==> src/rtl/ball_layer_mux.sv <==
// Registered priority mux for the ball drawing layer, with per-frame
// rope/player hit snapshots and optional rotating priority.
//
// Ports:
//   clk, resetN       pixel clock, async active-low reset
//   ballRGB           packed per-ball colours (channel i at [i*RGB_W +: RGB_W])
//   ballRequest       per-ball "pixel inside ball"
//   ballEnable        per-ball alive mask
//   startOfFrame      one-cycle frame-start pulse
//   ropeRequest       rope pixel active
//   playerRequest     player pixel active
//   ballDrawRequest   registered draw request of the selected ball
//   ballRGBout        registered colour of the selected ball
//   ropeHit/playerHit per-ball overlaps of the last completed frame
//   hitValid          one-cycle pulse when the hit snapshot updates
//   priorityPtr       current highest-priority channel
module ball_layer_mux #(
   parameter int NUM_BALLS = 4,
   parameter int RGB_W     = 8,
   parameter int ROTATE    = 0,
   localparam int PW = (NUM_BALLS > 1) ? $clog2(NUM_BALLS) : 1
) (
   input  logic                       clk,
   input  logic                       resetN,
   input  logic [NUM_BALLS*RGB_W-1:0] ballRGB,
   input  logic [NUM_BALLS-1:0]       ballRequest,
   input  logic [NUM_BALLS-1:0]       ballEnable,
   input  logic                       startOfFrame,
   input  logic                       ropeRequest,
   input  logic                       playerRequest,
   output logic                       ballDrawRequest,
   output logic [RGB_W-1:0]           ballRGBout,
   output logic [NUM_BALLS-1:0]       ropeHit,
   output logic [NUM_BALLS-1:0]       playerHit,
   output logic                       hitValid,
   output logic [PW-1:0]              priorityPtr
);

   logic [NUM_BALLS-1:0] act;
   logic [NUM_BALLS-1:0] rope_now;
   logic [NUM_BALLS-1:0] plyr_now;
   logic [RGB_W-1:0]     rgb_a [NUM_BALLS];

   logic                 draw_d, draw_q;
   logic [RGB_W-1:0]     rgb_d, rgb_q;
   logic [PW-1:0]        ptr_d, ptr_q;
   logic [NUM_BALLS-1:0] racc_d, racc_q;
   logic [NUM_BALLS-1:0] pacc_d, pacc_q;
   logic [NUM_BALLS-1:0] rhit_d, rhit_q;
   logic [NUM_BALLS-1:0] phit_d, phit_q;
   logic                 hv_d, hv_q;

   logic [PW:0]          sum;
   logic [PW-1:0]        idx;

   for (genvar g = 0; g < NUM_BALLS; g++) begin : g_unpack
      assign rgb_a[g] = ballRGB[g*RGB_W +: RGB_W];
   end

   assign act      = ballRequest & ballEnable;
   assign rope_now = act & {NUM_BALLS{ropeRequest}};
   assign plyr_now = act & {NUM_BALLS{playerRequest}};

   // Scan from the pointer, wrapping modulo NUM_BALLS; first hit wins.
   // In fixed mode the pointer stays 0, giving lowest-index priority.
   always_comb begin
      draw_d = 1'b0;
      rgb_d  = '0;
      sum    = '0;
      idx    = '0;
      for (int k = 0; k < NUM_BALLS; k++) begin
         sum = {1'b0, ptr_q} + (PW+1)'(k);
         if (sum >= (PW+1)'(NUM_BALLS)) begin
            sum = sum - (PW+1)'(NUM_BALLS);
         end
         idx = sum[PW-1:0];
         if (!draw_d && act[idx]) begin
            draw_d = 1'b1;
            rgb_d  = rgb_a[idx];
         end
      end
   end

   always_comb begin
      ptr_d  = ptr_q;
      racc_d = racc_q | rope_now;
      pacc_d = pacc_q | plyr_now;
      rhit_d = rhit_q;
      phit_d = phit_q;
      hv_d   = 1'b0;
      if (startOfFrame) begin
         // Hits in the start-of-frame cycle close out the ending frame.
         rhit_d = racc_q | rope_now;
         phit_d = pacc_q | plyr_now;
         racc_d = '0;
         pacc_d = '0;
         hv_d   = 1'b1;
         if (ROTATE != 0) begin
            if (ptr_q == PW'(NUM_BALLS-1)) begin
               ptr_d = '0;
            end else begin
               ptr_d = ptr_q + 1'b1;
            end
         end
      end
   end

   always_ff @(posedge clk or negedge resetN) begin
      if (!resetN) begin
         draw_q <= 1'b0;
         rgb_q  <= '0;
         ptr_q  <= '0;
         racc_q <= '0;
         pacc_q <= '0;
         rhit_q <= '0;
         phit_q <= '0;
         hv_q   <= 1'b0;
      end else begin
         draw_q <= draw_d;
         rgb_q  <= rgb_d;
         ptr_q  <= ptr_d;
         racc_q <= racc_d;
         pacc_q <= pacc_d;
         rhit_q <= rhit_d;
         phit_q <= phit_d;
         hv_q   <= hv_d;
      end
   end

   assign ballDrawRequest = draw_q;
   assign ballRGBout      = rgb_q;
   assign ropeHit         = rhit_q;
   assign playerHit       = phit_q;
   assign hitValid        = hv_q;
   assign priorityPtr     = ptr_q;

endmodule

==> config.mk <==
export PLATFORM = sky130hd
export DESIGN_NAME = ball_layer_mux
export DESIGN_NICKNAME = d
export VERILOG_FILES = /design/src/rtl/ball_layer_mux.sv
export SDC_FILE = /design/constraint.sdc
export NUM_CORES = 1
export LEC_CHECK = 0
export CAP_MARGIN = 20
export CORE_ASPECT_RATIO = 1.2
export CORE_UTILIZATION = 35
export DETAILED_ROUTE_END_ITERATION = 16
export PLACE_DENSITY = 0.74
export SLEW_MARGIN = 20
export SYNTH_ARGS = -nofsm -noshare
export SYNTH_HDL_FRONTEND = slang
export SYNTH_SLANG_ARGS = --single-unit
==> constraint.sdc <==
create_clock -name clk -period 1.2 [get_ports clk]
set_clock_uncertainty 0.1 [all_clocks]
set_input_delay 0.12 -clock clk [delete_from_list [all_inputs] [get_ports clk]]
set_output_delay 0.12 -clock clk [all_outputs]
set_load 0.1 [all_outputs]
==> out/qor_table.md <==
| Item | Reported | Unit |
|---|---|---|
| Final min period | 1.16 | ns |
| Cell at the root of the clock tree | clkbuf_4 | - |
| Worst flop-to-flop path endpoint | playerHit[2] | - |
| Arrival @ worst endpoint | 0.94 | ns |
| IR drop worst, VDD | 0.000898 | V |
| Number of flip-flops and latches in the synthesized netlist | 26 | - |
| Clock latency of the later-clocked register in the worst-skew pair | 0.31 | ns |
| Outcome | finished, final reports clean | - |
| Count of input and output buffers | 62 | - |
| Routability-driven placement congestion ratio | 0.750 | - |
| Post-synthesis sequential area ratio | 55.6 | % |
| Final max-slew violation count | 0 | - |
| Required time of the critical path | 0.98 | ns |
| Die height | 65.3 | microns |
| Net total in the final layout | 236 | - |
| Distinct cell type count after synthesis | 19 | - |
| Pin count of the biggest net entering global routing | 27 | - |
| Synth top cells by count | 26 x dfrtp_1, 16 x nand3_1, 16 x nor2_1 | - |
| TritonCTS clock tree | done | - |
| Clock-pin slew on the worst setup and hold paths | 0.14 | ns |
| Crit path max-delay family | flip-flops | - |
| Count of max-cap constraint violations | 0 | - |
| Setup crit start | playerHit[1] | - |
| Hold-fix buffers at CTS | 0 | - |
| Leakage dissipation | 0.923 | nW |
| Total number of H-tree levels | 1 | - |
| Max Root-Sink Buffers | 2 | - |
| Biggest area contributors in the synthesized netlist | dfrtp_1 56%, o221a_1 7.7%, nand3_1 6.8% | - |
| Reg2reg setup slack | 0.29 | ns |
| Class of the most critical setup path | flop to primary output | - |
| FILL cells | 235 | - |
| Number of DRC violations after detailed-routing iteration 0 | 37 | - |
| Critical path buffers and inverters | 1 | - |
| Number of flops mapped to enable cells by yosys | 0 | - |
| Number of antenna violations at the first check in global routing | 0 | - |
| Vias per cell | 5.35 | - |
| Combined area of all synthesized cells | 1170 | sq um |
| Vias post-DR | 1208 | - |
| Pwr dens | 1290 | nW/um^2 |
| Number of logic stages on the critical path including buffering | 1 | - |
| Footprint of the flip-flops and latches | 661 | sq um |
| Final setup violation count | 0 | - |
| Area fraction of the dominant cell type after synthesis | 55.6 | % |
| Fraction of layout instances using a drive strength above 1 | 26.8 | % |
| Peak per-stage delay on the critical path | 0.46 | ns |
| Endpoint kind of the worst setup timing path | primary output | - |
| Gate count of the mapped netlist | 116 | - |
| Clk sink count | 26 | - |
| Effective utilization at floorplan | 37.6 | % |
| Largest fanout on the critical path | 2 | - |
| Launch point of the worst reg-to-reg path | pacc_q[2] | - |
| Detail-routed net length per standard cell | 14.9 | microns |
| Final core area utilization | 70.6 | % |
| Diodes inserted | 0 | - |
| Wire length of the first global-routing pass | 5.23 | mm |
| Predominant post-synthesis flop cell | dfrtp_1 | - |
| Hold Vio Cnt, Final | 0 | - |
| HPWL reported at the end of detailed placement | 2.60 | mm |
| RSZ-0062 raised after global routing | yes | - |
| Area inside the core boundary | 3110 | sq um |
| Overflow after GRT | 0 | - |
| Number of routed nets with antenna violations | 0 | - |
| Overall power after layout | 0.00283 | W |
| Die X-Extent | 54.8 | microns |
| Floorplan die area | 3580 | sq um |
| Average size of a mapped cell | 10.1 | sq um |
| Inserted Clock Buffers | 3 | - |
| Most frequently used cell type in the post-synthesis netlist | dfrtp_1 | - |
| Asr flop ratio synth | 100 | % |
| Master of the slowest instance on the critical path | dfrtp_2 | - |
| Drc violations | 0 | - |
| Vias in the first global route | 1175 | - |
| Fmax | 863 | MHz |
| Final worst-path cycle share | 96.5 | % |
| Yosys warning count | 0 | - |
| Multi-input gate area in the final layout | 492 | sq um |
| CP Capture Point | playerHit[1] | - |
| Critical path startpoint category | flop | - |
| Dominant cell type by area after synthesis | dfrtp_1 | - |
| Post-Route WL | 3.36 | mm |
| Row count | 22 | - |
| Worst min-delay path category | input pin to async pin | - |
| Count of boundary I/O pins | 65 | - |
| Worst r2r path cells | 2 | - |
| Worst Hold Slack | 0.0346 | ns |
| All-Layer GR Usage | 19.9 | % |
| Cell chain of the critical path | buf_12 | - |
| Synth-to-layout area growth | 87.7 | % |
| Number of detailed-routing iterations run before antenna repair | 4 | - |
[worst min-delay path by stage]
| stage | from | endpoint | slack, ns | cells after the start |
|---|---|---|---|---|
| 3_5_place_dp | racc_q[1] | racc_q[1] | 0.37 | 2 |
| 5_1_grt | resetN | ballRGBout[2] | 0.03 | 2 |
| 3_3_place_gp | racc_q[1] | racc_q[1] | 0.36 | 2 |
| 4_1_cts | resetN | ballRGBout[2] | 0.03 | 2 |
| 6_report | resetN | ballRGBout[2] | 0.03 | 2 |
| 2_1_floorplan | resetN | ballDrawRequest | -0.28 | 0 |
[power breakdown]
group / switching, W / internal [W]
clock: 0.000253 / 0.000337
combinational: 0.000714 / 0.000491
sequential: 0.0000704 / 0.000960
[cells in the final DEF, fill, tap and decap left out, drive strengths merged, types with 2 or more instances in the layout]
master | netlist | routed
buf | 4 | 34
a21oi | 11 | 11
or3 | 8 | 8
dfrtp | 26 | 26
o21ai | 8 | 8
nand3 | 17 | 17
a31oi | 6 | 6
clkdlybuf4s50 | 0 | 38
o221a | 8 | 8
nand2 | 3 | 3
nor2 | 16 | 16
clkbuf | 5 | 3
dlygate4sd2 | 0 | 6
conb | 1 | 2
[final cells by class]
cell class,instances,share of cell area [%]
clock buffer,3,1.03
sequential,26,30.1
timing repair buffer,78,43.1
tap,36,2.05
clock inverter,1,1.37
multi-input combinational,82,22.4
[metal layers]
layer	vias to the layer above	GRT usage, %	share of wire [%]
met5	-	0	0
met4	0	4.81	0.80
met3	4	3.47	10
met2	68	34.8	49
met1	559	24.3	40
li1	577	-	-
[state kept, by name (all words and copies together), names as in the netlist]
name and count:
racc_q 4, ballRGBout 8, pacc_q 4, playerHit 4
hitValid 1, ropeHit 4, ballDrawRequest 1
[stage by stage]
stage          setup TNS [ns]  instance area (sq um)  std cells  setup WS [ns]
3_3_place_gp            -6.35                   2120        221         -0.546
3_5_place_dp            -6.95                   2120        221         -0.612
4_1_cts                     0                   2200        226         0.0259
6_report                    0                   2200        226         0.0415
2_1_floorplan          -0.391                   1180        117        -0.0489
5_1_grt              -0.00910                   2200        226       -0.00479
[cell families (layout without fill, tap and decap cells)]
group,count (synthesis),after routing,synth area share (%)
AOI/OAI and AO/OA,35,35,21.1
DFF,26,26,55.6
buffers and inverters,9,82,4.28
other,1,2,0.321
and+or+nand+nor,45,45,18.7
[what timing repair did]
action / in CTS / in global routing
endpoints found under the setup margin: 10 / 2
pin swaps: 3 / 0
buffers inserted: 1 / 0
gates cloned: 0 / 0
resized for setup: 12 / 0
Note: power is estimated with default switching activity, not from simulation.
